[src/rtl/rv32c_aligner_pkg.sv]
// Shared types and constants for the RV32C fetch realignment buffer.
package rv32c_aligner_pkg;

    typedef enum logic [0:0] {
        RUN   = 1'b0,
        FLUSH = 1'b1
    } aligner_state_t;

    typedef logic [15:0] halfword_t;

    localparam int         BUF_HW        = 4;
    localparam int         CNT_W         = 3;
    localparam logic [1:0] C_OPCODE_FULL = 2'b11;

    // A halfword starts a 16-bit instruction unless its low two bits are 11.
    function automatic logic hw_is_compressed(input halfword_t hw);
        return (hw[1:0] != C_OPCODE_FULL);
    endfunction

endpackage

[src/rtl/rv32c_hw_queue.sv]
// Four-entry halfword shift queue. Entry 0 is always the oldest halfword.
// A pop of one or two entries and a push of one or two entries may happen
// in the same cycle; clear wins over both.
module rv32c_hw_queue
    import rv32c_aligner_pkg::*;
(
    input  logic             clk,
    input  logic             rst,
    input  logic             push1,
    input  logic             push2,
    input  halfword_t        push_hw0,
    input  halfword_t        push_hw1,
    input  logic             pop1,
    input  logic             pop2,
    input  logic             clear,
    output logic [CNT_W-1:0] cnt,
    output halfword_t        hw0,
    output halfword_t        hw1
);

    halfword_t        hw_r     [BUF_HW];
    halfword_t        hw_nxt_s [BUF_HW];
    logic [CNT_W-1:0] cnt_r;
    logic [CNT_W-1:0] cnt_nxt_s;
    logic [CNT_W-1:0] pop_n_s;
    logic [CNT_W-1:0] base_s;
    logic [CNT_W-1:0] src_s;

    // Shift out popped entries, then write pushed halfwords behind the survivors.
    always_comb begin
        hw_nxt_s = hw_r;
        src_s    = 3'd0;
        if (pop2) begin
            pop_n_s = 3'd2;
        end else if (pop1) begin
            pop_n_s = 3'd1;
        end else begin
            pop_n_s = 3'd0;
        end
        base_s = cnt_r - pop_n_s;
        for (int i = 0; i < BUF_HW; i++) begin
            src_s = CNT_W'(i) + pop_n_s;
            if (clear) begin
                hw_nxt_s[i] = 16'h0000;
            end else if ((push1 || push2) && (CNT_W'(i) == base_s)) begin
                hw_nxt_s[i] = push_hw0;
            end else if (push2 && (CNT_W'(i) == (base_s + 3'd1))) begin
                hw_nxt_s[i] = push_hw1;
            end else if (src_s < CNT_W'(BUF_HW)) begin
                hw_nxt_s[i] = hw_r[src_s[1:0]];
            end else begin
                hw_nxt_s[i] = 16'h0000;
            end
        end
        if (clear) begin
            cnt_nxt_s = 3'd0;
        end else if (push2) begin
            cnt_nxt_s = base_s + 3'd2;
        end else if (push1) begin
            cnt_nxt_s = base_s + 3'd1;
        end else begin
            cnt_nxt_s = base_s;
        end
    end

    // Queue storage and occupancy register.
    always_ff @(posedge clk or posedge rst) begin
        if (rst) begin
            for (int i = 0; i < BUF_HW; i++) begin
                hw_r[i] <= 16'h0000;
            end
            cnt_r <= 3'd0;
        end else begin
            hw_r  <= hw_nxt_s;
            cnt_r <= cnt_nxt_s;
        end
    end

    assign cnt = cnt_r;
    assign hw0 = hw_r[0];
    assign hw1 = hw_r[1];

endmodule

[src/rtl/rv32c_fetch_aligner.sv]
// RV32C fetch realignment buffer: pulls aligned words from imem and hands
// decode one 16- or 32-bit instruction per handshake, including 32-bit
// instructions that straddle a word boundary.
// Optional macro RV32C_ALIGNER_ILLEGAL_EN adds inst_illegal, flagging the
// all-zero compressed encoding.
module rv32c_fetch_aligner
    import rv32c_aligner_pkg::*;
#(
    parameter logic [31:0] RESET_PC = 32'h0000_0200
)(
    input  logic        clk,
    input  logic        rst,
    output logic        imem_ren,
    output logic [31:0] imem_addr,
    input  logic [31:0] imem_rdata,
    input  logic        imem_busy,
    input  logic        redirect,
    input  logic [31:0] redirect_pc,
    output logic        inst_valid,
    input  logic        inst_ready,
    output logic [31:0] inst,
    output logic [31:0] inst_pc,
    output logic        inst_is_c
`ifdef RV32C_ALIGNER_ILLEGAL_EN
   ,output logic        inst_illegal
`endif
);

    aligner_state_t   state_r, state_nxt_s;
    logic             go_r;
    logic [31:0]      head_pc_r, head_pc_nxt_s;
    logic [31:0]      fetch_addr_r, fetch_addr_nxt_s;
    logic [31:0]      flush_addr_r, flush_addr_nxt_s;
    logic             skip_low_r, skip_low_nxt_s;
    logic [CNT_W-1:0] q_cnt_s;
    halfword_t        q_hw0_s, q_hw1_s;
    logic             is_c_s, valid_s, consume_s, append_s, room_s;
    logic [3:0]       fill_s;
    logic             unused_ok_s;

    assign unused_ok_s = redirect_pc[0];

    rv32c_hw_queue u_queue (
        .clk      (clk),
        .rst      (rst),
        .push1    (append_s & skip_low_r),
        .push2    (append_s & ~skip_low_r),
        .push_hw0 (skip_low_r ? imem_rdata[31:16] : imem_rdata[15:0]),
        .push_hw1 (imem_rdata[31:16]),
        .pop1     (consume_s & is_c_s),
        .pop2     (consume_s & ~is_c_s),
        .clear    (redirect),
        .cnt      (q_cnt_s),
        .hw0      (q_hw0_s),
        .hw1      (q_hw1_s)
    );

    // Instruction presence at the queue head and the handshake events.
    always_comb begin
        is_c_s = hw_is_compressed(q_hw0_s);
        if ((state_r == RUN) &&
            (((q_cnt_s >= 3'd1) && is_c_s) || ((q_cnt_s >= 3'd2) && !is_c_s))) begin
            valid_s = 1'b1;
        end else begin
            valid_s = 1'b0;
        end
        consume_s = valid_s & inst_ready & ~redirect;
        append_s  = imem_ren & ~imem_busy & (state_r == RUN) & ~redirect;
    end

    // Read request: a flush drains the old request; otherwise ask only when the words fit.
    always_comb begin
        fill_s = {1'b0, q_cnt_s} + (skip_low_r ? 4'd1 : 4'd2);
        room_s = (fill_s <= 4'd4);
        if (!go_r) begin
            imem_ren  = 1'b0;
            imem_addr = fetch_addr_r;
        end else begin
            case (state_r)
                RUN: begin
                    imem_ren  = room_s;
                    imem_addr = fetch_addr_r;
                end
                FLUSH: begin
                    imem_ren  = 1'b1;
                    imem_addr = flush_addr_r;
                end
                default: begin
                    imem_ren  = 1'b0;
                    imem_addr = fetch_addr_r;
                end
            endcase
        end
    end

    // Next-state for PCs, fetch pointer and FSM; redirect overrides everything.
    always_comb begin
        head_pc_nxt_s    = head_pc_r;
        fetch_addr_nxt_s = fetch_addr_r;
        skip_low_nxt_s   = skip_low_r;
        flush_addr_nxt_s = flush_addr_r;
        state_nxt_s      = state_r;
        if (redirect) begin
            head_pc_nxt_s    = {redirect_pc[31:1], 1'b0};
            fetch_addr_nxt_s = {redirect_pc[31:2], 2'b00};
            skip_low_nxt_s   = redirect_pc[1];
        end else begin
            if (consume_s) begin
                head_pc_nxt_s = head_pc_r + (is_c_s ? 32'd2 : 32'd4);
            end else begin
                head_pc_nxt_s = head_pc_r;
            end
            if (append_s) begin
                fetch_addr_nxt_s = fetch_addr_r + 32'd4;
                skip_low_nxt_s   = 1'b0;
            end else begin
                fetch_addr_nxt_s = fetch_addr_r;
            end
        end
        case (state_r)
            RUN: begin
                if (redirect && imem_ren && imem_busy) begin
                    state_nxt_s      = FLUSH;
                    flush_addr_nxt_s = fetch_addr_r;
                end else begin
                    state_nxt_s = RUN;
                end
            end
            FLUSH: begin
                if (!imem_busy) begin
                    state_nxt_s = RUN;
                end else begin
                    state_nxt_s = FLUSH;
                end
            end
            default: begin
                state_nxt_s = RUN;
            end
        endcase
    end

    // Control and address registers.
    always_ff @(posedge clk or posedge rst) begin
        if (rst) begin
            state_r      <= RUN;
            go_r         <= 1'b0;
            head_pc_r    <= RESET_PC;
            fetch_addr_r <= {RESET_PC[31:2], 2'b00};
            flush_addr_r <= {RESET_PC[31:2], 2'b00};
            skip_low_r   <= RESET_PC[1];
        end else begin
            state_r      <= state_nxt_s;
            go_r         <= 1'b1;
            head_pc_r    <= head_pc_nxt_s;
            fetch_addr_r <= fetch_addr_nxt_s;
            flush_addr_r <= flush_addr_nxt_s;
            skip_low_r   <= skip_low_nxt_s;
        end
    end

    // Instruction outputs, forced to zero while nothing valid is presented.
    always_comb begin
        inst_valid = valid_s;
        inst_pc    = head_pc_r;
        if (valid_s) begin
            inst      = is_c_s ? {16'h0000, q_hw0_s} : {q_hw1_s, q_hw0_s};
            inst_is_c = is_c_s;
        end else begin
            inst      = 32'h0000_0000;
            inst_is_c = 1'b0;
        end
`ifdef RV32C_ALIGNER_ILLEGAL_EN
        inst_illegal = valid_s & is_c_s & (q_hw0_s == 16'h0000);
`endif
    end

endmodule

[config.mk]
export PLATFORM = sky130hd
export DESIGN_NAME = rv32c_fetch_aligner
export DESIGN_NICKNAME = d
export VERILOG_FILES = /design/src/rtl/rv32c_aligner_pkg.sv /design/src/rtl/rv32c_hw_queue.sv /design/src/rtl/rv32c_fetch_aligner.sv
export SDC_FILE = /design/constraint.sdc
export NUM_CORES = 1
export LEC_CHECK = 0
export ABC_AREA = 1
export BUFFER_PORTS_ARGS = -buffer_cell sky130_fd_sc_hd__buf_2
export CAP_MARGIN = 25
export CELL_PAD_IN_SITES_DETAIL_PLACEMENT = 0
export CELL_PAD_IN_SITES_GLOBAL_PLACEMENT = 1
export CORE_ASPECT_RATIO = 1.1
export CORE_MARGIN = 5
export CORE_UTILIZATION = 40
export CTS_CLUSTER_SIZE = 24
export DETAILED_ROUTE_END_ITERATION = 8
export GPL_TIMING_DRIVEN = 0
export PLACE_DENSITY = 0.8
export SYNTH_ARGS = -nofsm -noshare
export SYNTH_HDL_FRONTEND = slang
export SYNTH_SLANG_ARGS = --single-unit
[constraint.sdc]
create_clock -name clk -period 6.65 [get_ports clk]
set_clock_uncertainty 0.1 [all_clocks]
set_input_delay 1.33 -clock clk [delete_from_list [all_inputs] [get_ports clk]]
set_output_delay 1.33 -clock clk [all_outputs]
set_load 0.05 [all_outputs]
==> flow_summary.yaml, run 1 <==
timing:
  worstMarginPinSlew_ns: 0.923
  finalHoldViolations: 0
  fin_crit_sh_pct: 87.1
  whs_ns: 0.390
  slew_viol_final: 0
  finalSetupViolCount: 0
  rsz0062_at_grt: "false"
  slew_headroom_pct: 38.5
  min_period_ns: 5.79
  fmax_mhz: 173
routing:
  drt_wl_total_um: 46400
  wire_per_inst_um: 19.6
  drt_iter0_drc: 1049
  firstDrtPassIters: 6
  ant_nets: 0
  viasPerCell: 5.32
  dr_total_vias: 12584
  route.detailed.drc: 0
cts:
  cts_sinks: 161
  clk_path_buf_depth: 2
  cts_setup_buffers: 0
  ctsHoldBuffers: 0
  cts-root-buf: "clkbuf_16"
  cts_tree: "yes"
  cts_made_buffers: 17
  clk_latency_ns: 0.45
  cts-resized-gates: 0
  path_clk_slew_ns: 0.07
  h-tree-depth: 4
worst_setup_path:
  cp-start-kind: "input port"
  worstPathRequired_ns: 6.90
  endpoint_kind: "flip-flop"
  cp.arrival_ns: 6.04
  path_max_fanout: 10
  path_class: "in -> reg"
power:
  p_per_area_nw_per_um2: 376
  leakage_nw: 7.13
  ir_drop_mv: 0.182
placed_design:
  dpl.hpwl_um: 34200
  numPortBuffers: 163
  gp_congestion: 0.952
  dpl_cell_area_sq_um: 12800
logic_synthesis:
  yosysSeqAreaShare_pct: 35.0
  ys_seq_elements: 161
  synth_top_area_cell: "dfrtp_1"
  yosys_warnings: 0
  synth_area_leaders: "dfrtp_1 34%, nand2_1 21%, nand3_1 8.3%"
  syn_inst: 1800
  yosysUniqueCellTypes: 44
  async_flop_share_pct: 100
  yosysMostFrequentCell: "nand2_1"
  synth_top_cells_by_count: "653 x nand2_1, 233 x inv_1, 190 x nand3_1"
  syn_area_sq_um: 11500
  synth.avg_cell_area_sq_um: 6.40
  synth_edf_count: 0
  yosys_most_used_dff: "dfrtp_1"
  synth_top_cell_area_share_pct: 34.3
floorplan:
  dieArea_sq_um: 32300
  dieHeight_um: 188
  rows: 65
  start_util_pct: 40.3
  ios: 168
  fp.coreArea_sq_um: 28500
  die_x_um: 172
global_routing:
  antenna_found_initial: 0
  grt_overflow: 0
  grt_start_max_net_pins: 98
  first_global_vias: 12294
  grt.total_usage_pct: 28.6
  grt_pass1_wl_um: 70900
finish:
  fin_area_sq_um: 13400
  syn_to_final_growth_pct: 16.8
  diodes: 0
  finalNetCount: 2071
  drive_above_1_share_pct: 12.5
  fillCellCount: 3065
min_path:
  hold_path_class: "reg -> reg"
run_status:
  outcome: "finished, final reports clean"
run:
  drv_cap: 0
critical path: stages:
cell and delay [ns]:
buf_2 0.11, inv_1 0.15, nand4_1 0.31, nor2_2 0.68
buf_2 0.43, inv_1 0.17, fa_1 0.43, xnor2_1 0.23
inv_1 0.16, ha_1 0.31, clkbuf_1 0.22, nand2_1 0.13
clkinv_1 0.31, a21oi_4 0.44, buf_2 0.35, nand2_1 0.09
a21oi_1 0.18
layout make-up:
cell class / instances / area, sq um / area share, %
plain buffers: 88 / 407 / 3.02
clock buffers: 18 / 439 / 3.27
clock inverters: 14 / 171 / 1.28
inverters: 239 / 906 / 6.74
multi-input cells: 1314 / 6180 / 46.0
flip-flops and latches: 161 / 4030 / 30.0
well taps: 368 / 460 / 3.43
repair buffers: 164 / 843 / 6.27
per-stage QoR:
stage,instances,setup WS [ns],TNS (ns),util [%],power (mW)
5_1_grt,2366,0.546,0,47.1,5.39
3_5_place_dp,2334,0.491,0,45.0,4.00
3_3_place_gp,2333,-1.55,-242.33,44.8,3.97
6_report,2366,0.856,0,47.1,5.06
2_1_floorplan,1802,0.877,0,-,3.25
4_1_cts,2366,0.960,0,47.1,5.06
kinds of logic after synthesis:
kind of cell	synth area share (%)
compound gates	11.0
xor+xnor	3.35
fa+ha+maj	2.04
buf+inv	11.3
flops	35.0
other cells	0.0652
simple gates	37.2
power breakdown:
group,internal (mW),total (mW),switching [mW]
sequential,1.27,1.51,0.238
clock,0.576,1.06,0.480
combinational,0.632,2.50,1.86
total,2.48,5.06,2.58
flip-flops by register name, summed over array words and instances, names as in the netlist:
register and flops:
go_r 1, u_queue.hw_r 32, u_queue.hw0 16, inst_pc 31, skip_low_r 1, state_r 1, u_queue.cnt 3, u_queue.hw1 16
flush_addr_r 30, fetch_addr_r 30
final timing paths:
kind	slack [ns]	depth (start not counted)	start	to
max	0.86	17	redirect	u_queue.hw1[13]
min	0.39	2	flush_addr_r[12]	flush_addr_r[12]
max reg2reg	1.28	18	u_queue.hw0[0]	u_queue.hw1[13]
min reg2reg	0.39	2	flush_addr_r[12]	flush_addr_r[12]
max in group asynchronous	4.74	3	rst	inst_pc[9]
min in group asynchronous	0.83	2	rst	flush_addr_r[3]
routing by layer:
metal | share of wire [%] | global-route usage [%] | routed length, um
met5 | 0 | 0 | 0
met1 | 41 | 36.0 | 19000
met2 | 47 | 47.5 | 21900
met4 | 4.3 | 12.2 | 1990
met3 | 7.4 | 5.92 | 3430
cell usage in the layout (no fill, tap or decap), types with 27 or more instances in the layout:
cell type	n
nand3_1	190
dfrtp_1	158
o21ai_0	60
xor2_1	34
inv_1	232
a21oi_1	104
nand2_1	653
buf_2	179
clkbuf_1	47
nor2_1	118
nor3_1	27
(Power assumes the default switching activity.)
==> run 2: changes to the inputs <==
--- a/config.mk
+++ b/config.mk
@@ -16,7 +16,8 @@
 export CTS_CLUSTER_SIZE = 24
 export DETAILED_ROUTE_END_ITERATION = 8
 export GPL_TIMING_DRIVEN = 0
-export PLACE_DENSITY = 0.8
+export PLACE_DENSITY = 0.83
+export SLEW_MARGIN = 20
 export SYNTH_ARGS = -nofsm -noshare
 export SYNTH_HDL_FRONTEND = slang
 export SYNTH_SLANG_ARGS = --single-unit
==> flow_summary.yaml, run 2 (synthesis results as in run 1) <==
worst_setup_path:
  worstPathRequired_ns: 6.91
  cp-start-kind: "input port"
  endpoint_kind: "flip-flop"
  path_max_fanout: 10
  cp.arrival_ns: 5.97
  path_class: "in -> reg"
finish:
  multi_input_comb_area_sq_um: 6180
  diodes: 0
  top_register: "u_queue.hw_r"
  largest_reg_flops: 32
  fillCellCount: 3054
  finalNetCount: 2071
  regArea_sq_um: 4030
  layout_common_cells: "653 x nand2_1, 232 x inv_1, 190 x nand3_1"
  fin_cells: 2365
  layout_commonest_cell: "nand2_1"
  syn_to_final_growth_pct: 16.6
  drive_above_1_share_pct: 12.4
  fin_util_pct: 47.0
timing:
  rsz0062_at_grt: "false"
  min_period_ns: 5.71
  finalSetupViolCount: 0
  fin_crit_sh_pct: 85.9
  fmax_mhz: 175
  worstMarginPinSlew_ns: 0.913
  slew_headroom_pct: 39.1
  finalHoldViolations: 0
  slew_viol_final: 0
floorplan:
  ios: 168
  fp.coreArea_sq_um: 28500
  dieHeight_um: 188
  die_x_um: 172
  dieArea_sq_um: 32300
  rows: 65
  start_util_pct: 40.3
routing:
  firstDrtPassIters: 6
  dr_total_vias: 12529
  drt_iter0_drc: 1203
  route.detailed.drc: 0
  drt_wl_total_um: 45600
  ant_nets: 0
  viasPerCell: 5.30
  wire_per_inst_um: 19.3
cts:
  cts_made_buffers: 17
  clk_path_buf_depth: 2
  cts_setup_buffers: 0
  path_clk_slew_ns: 0.07
  cts-root-buf: "clkbuf_16"
  clk_latency_ns: 0.45
  cts-resized-gates: 0
  cts_tree: "yes"
  cts_sinks: 161
  ctsHoldBuffers: 0
  h-tree-depth: 4
global_routing:
  grt_start_max_net_pins: 99
  first_global_vias: 12321
  grt_pass1_wl_um: 70000
  grt_overflow: 0
  grt.total_usage_pct: 28.2
  antenna_found_initial: 0
run:
  drv_cap: 0
power:
  ir_drop_mv: 0.200
  p_total_mw: 5.03
  leakage_nw: 7.13
  p_per_area_nw_per_um2: 375
placed_design:
  dp.cells: 2334
  dpl.hpwl_um: 33800
  numPortBuffers: 163
  gp_congestion: 0.956
run_status:
  outcome: "finished, final reports clean"
min_path:
  hold_path_class: "reg -> reg"
-- run 2: cell types whose count changed in the layout (fill, tap and decap cells not counted) --
cell	before	now
clkinvlp_4	5	3
clkinv_8	1	0
inv_6	4	2
clkinv_4	0	3
clkinv_2	1	2
-- run 2: layout make-up --
class                   instances  area share [%]
plain buffers                  88            3.03
clock buffers                  18            3.27
clock inverters                13            1.15
inverters                     239            6.75
multi-input cells            1314            46.1
flip-flops and latches        161            30.0
well taps                     368            3.43
repair buffers                164            6.28
-- run 2: layer usage --
| layer | routed length, um | up-vias | share of wire [%] | GRT usage, % |
|---|---|---|---|---|
| li1 | - | 6057 | - | - |
| met1 | 18600 | 5835 | 41 | 35.8 |
| met2 | 22000 | 541 | 48 | 47.5 |
| met3 | 3450 | 96 | 7.6 | 5.10 |
| met4 | 1650 | 0 | 3.6 | 10.6 |
| met5 | 0 | - | 0 | 0 |
-- run 2: worst paths after layout --
kind                                   from                to  slack (ns)  cells past startpoint
hold / removal             flush_addr_r[22]  flush_addr_r[22]        0.39                      2
min in group asynchronous               rst   flush_addr_r[6]        0.83                      2
hold reg to reg            flush_addr_r[22]  flush_addr_r[22]        0.39                      2
setup / recovery                   redirect   u_queue.hw1[12]        0.94                     17
max in group asynchronous               rst       inst_pc[28]        4.72                      3
setup reg to reg             u_queue.hw0[0]   u_queue.hw1[12]        1.37                     18
-- run 2: through the flow --
step                      instance area [sq um]  TNS, ns  hold slack [ns]  worst slack, ns
after floorplan                           11500        0            0.354            0.877
after detailed placement                  12800        0            0.374            0.510
after global placement                    12800  -235.06            0.366            -1.51
final                                     13400        0            0.390            0.941
after global routing                      13400        0            0.410            0.605
after CTS                                 13400        0            0.390            0.985
-- run 2: worst max-delay path, stage by stage --
cell      delay [ns]
buf_2           0.11
inv_1           0.15
nand4_1         0.29
nor2_2          0.69
buf_2           0.42
inv_1           0.16
fa_1            0.43
xnor2_1         0.24
inv_1           0.17
ha_1            0.31
clkbuf_1        0.21
nand2_1         0.13
clkinv_1        0.31
a21oi_4         0.40
buf_2           0.36
nand2_1         0.10
a21oi_1         0.16
-- run 2: power by group --
group / switching (mW) / total [mW] / internal (mW)
Sequential: 0.234 / 1.50 / 1.27
Combinational: 1.86 / 2.49 / 0.632
Clock: 0.470 / 1.04 / 0.570
==> run 3: changes to the inputs <==
--- a/config.mk
+++ b/config.mk
@@ -17,6 +17,7 @@
 export DETAILED_ROUTE_END_ITERATION = 8
 export GPL_TIMING_DRIVEN = 0
 export PLACE_DENSITY = 0.83
+export RECOVER_POWER = 25
 export SLEW_MARGIN = 20
 export SYNTH_ARGS = -nofsm -noshare
 export SYNTH_HDL_FRONTEND = slang
==> flow_summary.yaml, run 3 (synthesis results as in run 1) <==
run_status:
  outcome: "complete, but fails checks"
  violations: "max-capacitance violations, max-slew violations"
power:
  leakage_nw: 7.12
  p_total_mw: 5.03
  ir_drop_mv: 0.200
  p_per_area_nw_per_um2: 375
worst_setup_path:
  path_cells: "buf_2 > inv_1 > nand4_1 > nor2_2 > buf_2 > inv_1 > fa_1 > xnor2_1 > inv_1 > ha_1 > clkbuf_1 > nand2_1 > clkinv_1 > a21boi_2 > buf_4 > nand2_1 > a21oi_1"
  crit_family: "buffers and inverters"
  cp_slowest_cell: "nor2_2"
  cp.arrival_ns: 5.98
  worstPathRequired_ns: 6.91
  cp-start-kind: "input port"
  endpoint_kind: "flip-flop"
  path_class: "in -> reg"
  crit_path_frequent_cell: "inv_1"
  slowest_delay_ns: 0.69
  crit_buf_inv: 8
  path_max_fanout: 10
timing:
  finalSetupViolCount: 0
  slew_headroom_pct: -103
  fin_setup_tns_ns: 0
  min_period_ns: 5.72
  slew_viol_final: 64
  rsz0062_at_grt: "false"
  fmax_mhz: 175
  fin_crit_sh_pct: 85.9
  worstMarginPinSlew_ns: 3.02
  finalHoldViolations: 0
routing:
  wl_met2_um: 22000
  drt_iter0_drc: 1209
  wire_per_inst_um: 19.4
  routed.top_layer: "met4"
  dr_total_vias: 12578
  ant_nets: 0
  firstDrtPassIters: 7
  wl_met3_um: 3650
  viasPerCell: 5.32
  route.detailed.drc: 0
  drt_wl_total_um: 45800
  wl_met1_um: 18400
floorplan:
  fp.coreArea_sq_um: 28500
  start_util_pct: 40.3
  die_x_um: 172
  dieHeight_um: 188
  ios: 168
  dieArea_sq_um: 32300
  rows: 65
global_routing:
  first_global_vias: 12321
  antenna_found_initial: 0
  grt_overflow: 0
  grt_pass1_wl_um: 70000
  grt_start_max_net_pins: 99
  grt.total_usage_pct: 28.2
finish:
  layout_common_cells: "653 x nand2_1, 232 x inv_1, 190 x nand3_1"
  top_register: "u_queue.hw_r"
  fin_cells: 2365
  fin_util_pct: 47.0
  layout_commonest_cell: "nand2_1"
  diodes: 0
  largest_reg_flops: 32
  syn_to_final_growth_pct: 16.6
  drive_above_1_share_pct: 12.4
  finalNetCount: 2071
cts:
  cts_setup_buffers: 0
  ctsHoldBuffers: 0
  cts-root-buf: "clkbuf_16"
  cts_sinks: 161
  h-tree-depth: 4
  clk_latency_ns: 0.45
  cts-resized-gates: 0
  path_clk_slew_ns: 0.06
  clk_path_buf_depth: 2
  cts_tree: "yes"
  cts_made_buffers: 17
min_path:
  hold_path_class: "reg -> reg"
placed_design:
  dp.cells: 2334
  dpl.hpwl_um: 33800
  numPortBuffers: 163
  gp_congestion: 0.956
run:
  drv_cap: 1
==> run 3: final cells by class <==
class,count,area (sq um)
Buffer,88,407
Clock buffer,18,439
Clock inverter,13,154
Fill cell,3055,15100
Inverter,239,900
Multi-Input combinational cell,1314,6180
Sequential cell,161,4030
Tap cell,368,460
Timing Repair Buffer,164,843
==> run 3: routing by layer <==
layer,global-route usage (%),vias up
li1,-,6056
met1,35.8,5866
met5,0,-
met4,10.6,0
met3,5.10,95
met2,47.5,561
==> run 3: path summary, 6_finish.rpt <==
path / endpoint / depth (start not counted) / slack [ns] / from
hold / removal: flush_addr_r[8] / 2 / 0.39 / flush_addr_r[8]
hold reg to reg: flush_addr_r[8] / 2 / 0.39 / flush_addr_r[8]
setup reg to reg: u_queue.hw_r[10] / 18 / 1.37 / u_queue.hw0[0]
max in group asynchronous: inst_pc[28] / 3 / 3.36 / rst
setup / recovery: u_queue.hw_r[10] / 17 / 0.93 / redirect
min in group asynchronous: flush_addr_r[6] / 2 / 1.65 / rst
==> run 3: stage by stage <==
stage               hold slack, ns  instance area [sq um]  setup slack, ns
finish                       0.389                  13400            0.935
global route                 0.410                  13400            0.605
CTS                          0.390                  13400            0.985
detailed placement           0.374                  12800            0.510
global placement             0.366                  12800            -1.51
floorplan                    0.354                  11500            0.877
==> run 3: power by group <==
| group | switching, mW | internal (mW) |
|---|---|---|
| combinational | 1.86 | 0.632 |
| sequential | 0.234 | 1.27 |
| clock | 0.467 | 0.570 |
==> run 3: tightest hold or removal path, delay by kind of cell, from the launching register on <==
| kind | cells | cell delay (ns) |
|---|---|---|
| compound gates | 1 | 0.06 |
| flops | 1 | 0.35 |
| simple gates | 1 | 0.05 |
